===== config.mk =====
export PLATFORM = sky130hd
export DESIGN_NAME = panel_status_transmitter
export DESIGN_NICKNAME = d
export VERILOG_FILES = /design/src/rtl/panel_status_transmitter.sv
export SDC_FILE = /design/constraint.sdc
export NUM_CORES = 1
export LEC_CHECK = 0
export ABC_AREA = 1
export CAP_MARGIN = 5
export CORE_AREA = 3 3 70 72
export CTS_CLUSTER_SIZE = 8
export DETAILED_ROUTE_END_ITERATION = 10
export DIE_AREA = 0 0 73 75
export GPL_TIMING_DRIVEN = 0
export PLACE_DENSITY = 0.74
export SYNTH_ARGS = -nofsm -noshare
export SYNTH_HDL_FRONTEND = slang
export SYNTH_SLANG_ARGS = --single-unit

===== constraint.sdc =====
create_clock -name clk -period 1.95 [get_ports clk]
set_clock_uncertainty 0.2 [all_clocks]
set_input_delay 0.2925 -clock clk [delete_from_list [all_inputs] [get_ports clk]]
set_output_delay 0.2925 -clock clk [all_outputs]
set_load 0.02 [all_outputs]

===== src/rtl/panel_status_transmitter.sv =====
// Uplink status reporter: turns changed control-state fields into decoder opcode bytes on a UART TX handshake.
// Define PANEL_TX_HEARTBEAT_EN to force a full resend every HEARTBEAT_CYCLES clocks.
`ifndef PERSON_COUNTER_DATA_WIDTH
`define PERSON_COUNTER_DATA_WIDTH 8
`endif

module panel_status_transmitter #(
  parameter int COUNT_W          = `PERSON_COUNTER_DATA_WIDTH,
  parameter int HEARTBEAT_CYCLES = 50_000_000
) (
  input  logic               clk,
  input  logic               reset,
  input  logic               emergency_active,
  input  logic               eco_mode,
  input  logic               security_armed,
  input  logic [1:0]         ac_mode,
  input  logic [COUNT_W-1:0] person_count,
  input  logic               sync_req,
  input  logic               tx_ready,
  output logic               tx_valid,
  output logic [7:0]         tx_data,
  output logic               pending
);

  typedef enum logic {S_IDLE, S_SEND} state_t;
  typedef enum logic [2:0] {F_EMERG = 3'd0, F_SEC = 3'd1, F_ECO = 3'd2, F_AC = 3'd3, F_COUNT = 3'd4} field_t;

  localparam logic [COUNT_W-1:0] POS_LIM = COUNT_W'(7);
  localparam logic [COUNT_W-1:0] NEG_LIM = COUNT_W'(-8);

  state_t             state_reg, state_next;
  field_t             field_reg, field_next;
  logic [7:0]         data_reg, data_next;
  logic [4:0]         force_reg, force_next;
  logic               shadow_emerg_reg, shadow_sec_reg, shadow_eco_reg;
  logic [1:0]         shadow_ac_reg;
  logic [COUNT_W-1:0] shadow_count_reg;

  logic [4:0]         dirty;
  logic [COUNT_W-1:0] diff;
  logic [COUNT_W-1:0] payload_ext;
  logic [3:0]         delta;
  logic               accept;
  logic               resync;

`ifdef PANEL_TX_HEARTBEAT_EN
  localparam int HB_W = (HEARTBEAT_CYCLES > 1) ? $clog2(HEARTBEAT_CYCLES) : 1;

  logic [HB_W-1:0] hb_reg;
  logic            hb_wrap;

  assign hb_wrap = (hb_reg == HB_W'(HEARTBEAT_CYCLES - 1));

  always_ff @(posedge clk or negedge reset) begin
    if (!reset)       hb_reg <= '0;
    else if (hb_wrap) hb_reg <= '0;
    else              hb_reg <= hb_reg + HB_W'(1);
  end

  assign resync = sync_req | hb_wrap;
`else
  assign resync = sync_req;
`endif

  // Difference wraps modulo 2^COUNT_W and is read as signed, then clamped to a 4-bit step.
  assign diff = person_count - shadow_count_reg;

  always_comb begin
    if ($signed(diff) > $signed(POS_LIM))      delta = 4'h7;
    else if ($signed(diff) < $signed(NEG_LIM)) delta = 4'h8;
    else                                       delta = diff[3:0];
  end

  // Shadow count advances by the step that was actually sent, so large jumps converge over several bytes.
  always_comb begin
    payload_ext      = {COUNT_W{data_reg[3]}};
    payload_ext[3:0] = data_reg[3:0];
  end

  assign dirty[F_EMERG] = (emergency_active != shadow_emerg_reg) | force_reg[F_EMERG];
  assign dirty[F_SEC]   = (security_armed   != shadow_sec_reg)   | force_reg[F_SEC];
  assign dirty[F_ECO]   = (eco_mode         != shadow_eco_reg)   | force_reg[F_ECO];
  assign dirty[F_AC]    = (ac_mode          != shadow_ac_reg)    | force_reg[F_AC];
  assign dirty[F_COUNT] = (person_count     != shadow_count_reg) | force_reg[F_COUNT];

  assign pending = (|dirty) | (state_reg == S_SEND);
  assign tx_data = data_reg;

  always_comb begin
    state_next = state_reg;
    field_next = field_reg;
    data_next  = data_reg;
    tx_valid   = 1'b0;
    accept     = 1'b0;
    case (state_reg)
      S_IDLE: begin
        if (|dirty) begin
          state_next = S_SEND;
          if (dirty[F_EMERG]) begin
            field_next = F_EMERG;
            data_next  = {7'b0001000, emergency_active};
          end else if (dirty[F_SEC]) begin
            field_next = F_SEC;
            data_next  = {7'b0111000, security_armed};
          end else if (dirty[F_ECO]) begin
            field_next = F_ECO;
            data_next  = {7'b0000000, eco_mode};
          end else if (dirty[F_AC]) begin
            field_next = F_AC;
            data_next  = {6'b101000, ac_mode};
          end else begin
            field_next = F_COUNT;
            data_next  = {4'hC, delta};
          end
        end
      end
      S_SEND: begin
        tx_valid = 1'b1;
        if (tx_ready) begin
          accept     = 1'b1;
          state_next = S_IDLE;
        end
      end
      default: state_next = S_IDLE;
    endcase
  end

  // A resync arriving while a byte is accepted re-arms that field too, since it postdates the latch.
  always_comb begin
    force_next = force_reg;
    if (accept) force_next[field_reg] = 1'b0;
    if (resync) force_next = 5'b11111;
  end

  always_ff @(posedge clk or negedge reset) begin
    if (!reset) begin
      state_reg        <= S_IDLE;
      field_reg        <= F_EMERG;
      data_reg         <= 8'h00;
      force_reg        <= 5'b00000;
      shadow_emerg_reg <= 1'b0;
      shadow_sec_reg   <= 1'b0;
      shadow_eco_reg   <= 1'b0;
      shadow_ac_reg    <= 2'b00;
      shadow_count_reg <= '0;
    end else begin
      state_reg <= state_next;
      field_reg <= field_next;
      data_reg  <= data_next;
      force_reg <= force_next;
      if (accept) begin
        case (field_reg)
          F_EMERG: shadow_emerg_reg <= data_reg[0];
          F_SEC:   shadow_sec_reg   <= data_reg[0];
          F_ECO:   shadow_eco_reg   <= data_reg[0];
          F_AC:    shadow_ac_reg    <= data_reg[1:0];
          F_COUNT: shadow_count_reg <= shadow_count_reg + payload_ext;
          default: ;
        endcase
      end
    end
  end

endmodule


==> impl_metrics.env <==
export IMPL_status="finished with violations"
export IMPL_violations="negative setup slack"
export IMPL_r2r_slack_ns=-0.40
export IMPL_synth_top_area_frac=0.341
export IMPL_p_int_mw=1.59
export IMPL_cap_violations=0
export IMPL_ir_drop_uv=646
export IMPL_viasPerCell=5.22
export IMPL_syn_nets=333
export IMPL_reg2reg_to="tx_data[0]$_DFFE_PN0P_"
export IMPL_relSlewSlack=0.514
export IMPL_drc=0
export IMPL_min_period_ns=2.35
export IMPL_m1WireLength_mm=2.39
export IMPL_grt_overflow=0
export IMPL_finalMaxSlewViolations=0
export IMPL_die_w_um=73
export IMPL_period_share=1.21
export IMPL_synth_top_area_cell="dfrtp_1"
export IMPL_grt_pass1_vias=2065
export IMPL_grt_max_degree=16
export IMPL_met3WireLength_um=220
export IMPL_syn_avg_cell_area_sq_um=7.12
export IMPL_path_class="register to register"
export IMPL_dp_hpwl_mm=3.68
export IMPL_hold_viol=0
export IMPL_fmaxAchievable_mhz=425
export IMPL_worst_slew_pin_slew_ns=0.727
export IMPL_yosysUniqueCellTypes=30
export IMPL_powerDensity_nw_per_um2=817
export IMPL_worstRegToRegCells=15
export IMPL_cp_end_kind="register"
export IMPL_pwr_share_clk=0.260
export IMPL_ys_async_sr_fraction=1.00
export IMPL_synth_edf_count=0
export IMPL_clk_pin_slew_ns=0.07
export IMPL_combPwrFrac=0.439
export IMPL_globalplace_congestion=0.859
export IMPL_htreeDepth=2
export IMPL_cts_buffer_depth=2
export IMPL_die_h_um=75
export IMPL_largest_reg_flops=8
export IMPL_cp_max_fo=4
export IMPL_post_dp_cell_area_sq_um=2490
export IMPL_root_buffer="clkbuf_8"
export IMPL_cts_tree="yes"
export IMPL_place_port_buffers=26
export IMPL_total_power_mw=2.55
export IMPL_nets=392
export IMPL_worstSetupStartpointType="register"
export IMPL_drtAntennaViolNets=0
export IMPL_final_area_sq_um=3120
export IMPL_rsz0062_at_grt="true"
export IMPL_cts_made_buffers=5
export IMPL_final_util=0.716
export IMPL_synth_commonest_cells="nand2_1 (73), inv_1 (55), dfrtp_1 (29), nor2_1 (22), o21ai_0 (21)"
export IMPL_synthFlopType="dfrtp_1"
export IMPL_yosysWarningCount=0
export IMPL_drtIter0Drc=104
export IMPL_grt_usage=0.213
export IMPL_power_leakage_nw=1.51
export IMPL_routed_wl_met2_mm=2.84
export IMPL_hold_path_class="primary input to asynchronous set/reset pin"
export IMPL_ys_top_cells_by_area="dfrtp_1 (34%), nand2_1 (13%), inv_1 (9.7%)"
export IMPL_grt_pass1_wl_mm=8.88
export IMPL_n_antenna_cell=0
export IMPL_setup_slack_ns=-0.404
export IMPL_start_util=0.489
export IMPL_drive_above_1_share=0.337
export IMPL_synth_seq_cells=29
export IMPL_cts_sinks=29
export IMPL_antenna_found_initial=0
export IMPL_cp_required_ns=1.93
export IMPL_netlist_instances=299
export IMPL_p_switching_mw=0.964
export IMPL_synth_area_sq_um=2130
export IMPL_rows=24
export IMPL_top_layer_used="met4"
export IMPL_regToRegStartpoint="shadow_count_reg[0]$_DFFE_PN0P_"
export IMPL_swShare=0.378
export IMPL_fp_dieArea_sq_um=5480
export IMPL_routed_wl_mm=5.67
export IMPL_cts_hold_buf=0
export IMPL_pwr_share_seq=0.302
export IMPL_seq_area_frac_synth=0.341
export IMPL_core_sq_um=4350
export IMPL_drt_first_pass_iters=4
export IMPL_setup_tns_ns=-1.86
export IMPL_setup_viol=12
export IMPL_fill_cells=295
export IMPL_ios=27
export IMPL_area_delta_synth_final_pct=46.5
export IMPL_yosysMostFrequentCell="nand2_1"
export IMPL_worstPathArrival_ns=2.34
export IMPL_clk_latency_ns=0.29
export IMPL_wl_per_cell_um=13.8
export IMPL_vias=2145
[power groups by stage]
| stage | clock network, mW | logic (mW) | registers (mW) |
|---|---|---|---|
| 2_1_floorplan | 0 | 0.521 | 0.804 |
| 3_3_place_gp | 0 | 0.778 | 0.785 |
| 3_5_place_dp | 0 | 0.799 | 0.788 |
| 4_1_cts | 0.665 | 0.931 | 0.764 |
| 5_1_grt | 0.688 | 1.22 | 0.781 |
| 6_report | 0.662 | 1.12 | 0.770 |
[routing by layer]
layer  vias up  track usage
met3        22       0.0507
met2        52        0.369
li1       1065            -
met4         0        0.107
met5         -            0
met1      1006        0.246
[final cells by class]
| class | instances | area (sq um) | share of cell area |
|---|---|---|---|
| Clock inverter | 1 | 30.0 | 0.00963 |
| Multi-Input combinational cell | 208 | 1490 | 0.478 |
| Sequential cell | 29 | 729 | 0.234 |
| Inverter | 60 | 233 | 0.0746 |
| Clock buffer | 7 | 86.3 | 0.0277 |
| Buffer | 2 | 11.3 | 0.00361 |
| Timing Repair Buffer | 52 | 474 | 0.152 |
| Tap cell | 52 | 65.1 | 0.0209 |
[cells in the final DEF, fill, tap and decap left out, types with 7 or more instances in the layout]
| cell | instances |
|---|---|
| nor2_1 | 18 |
| nand3_2 | 7 |
| ha_4 | 11 |
| o21ai_1 | 9 |
| nand2_1 | 61 |
| nand2_2 | 17 |
| o21ai_0 | 15 |
| inv_2 | 16 |
| nand3_1 | 8 |
| nor2_2 | 7 |
| inv_1 | 43 |
| dfrtp_1 | 26 |
| buf_4 | 23 |
| clkdlybuf4s50_1 | 18 |
[through the flow]
step                std cells  hold slack [ns]  setup slack, ns
floorplan                 299           -0.203           -0.124
global placement          377            0.273           -0.982
detailed placement        378            0.282           -0.994
CTS                       401            0.271           -0.333
global route              411            0.305           -0.510
finish                    411            0.232           -0.404
[worst max-delay path by stage]
stage,end,cells past startpoint,from,slack (ns)
after detailed placement,pending,10,person_count[4],-0.99
after floorplan,tx_data[0]$_DFFE_PN0P_,14,shadow_count_reg[0]$_DFFE_PN0P_,-0.12
after CTS,pending,10,shadow_count_reg[6]$_DFFE_PN0P_,-0.33
final,tx_data[0]$_DFFE_PN0P_,15,shadow_count_reg[0]$_DFFE_PN0P_,-0.40
after global placement,pending,10,person_count[4],-0.98
after global routing,tx_data[0]$_DFFE_PN0P_,18,shadow_count_reg[2]$_DFFE_PN0P_,-0.51
[timing repair]
item,4_1_cts,5_1_grt
gates resized for setup,52,44
pin swaps,21,12
endpoints found under the setup margin,16,17
buffers inserted,15,11
[kinds of logic after synthesis]
| family | after synthesis | synth area share |
|---|---|---|
| flip-flops | 29 | 0.341 |
| multiplexers | 1 | 0.00529 |
| AND/OR/NAND/NOR | 137 | 0.291 |
| adder cells (fa/ha/maj) | 17 | 0.107 |
| XOR/XNOR | 4 | 0.0165 |
| AO/OA/AOI/OAI | 49 | 0.128 |
| buffers and inverters | 62 | 0.111 |
[critical path, stage by stage (launching register included)]
cell	delay (ns)
dfrtp_2	0.45
ha_4	0.15
inv_2	0.04
fa_2	0.40
nand3_4	0.09
nand3_2	0.08
nand2_1	0.07
nand2_1	0.05
nor2_2	0.10
nand3_1	0.13
nand2_2	0.14
nand2_1	0.08
nand2_1	0.09
nand2_1	0.06
nand2_1	0.06
a21oi_2	0.05
Power figures use the tool's default switching activity.
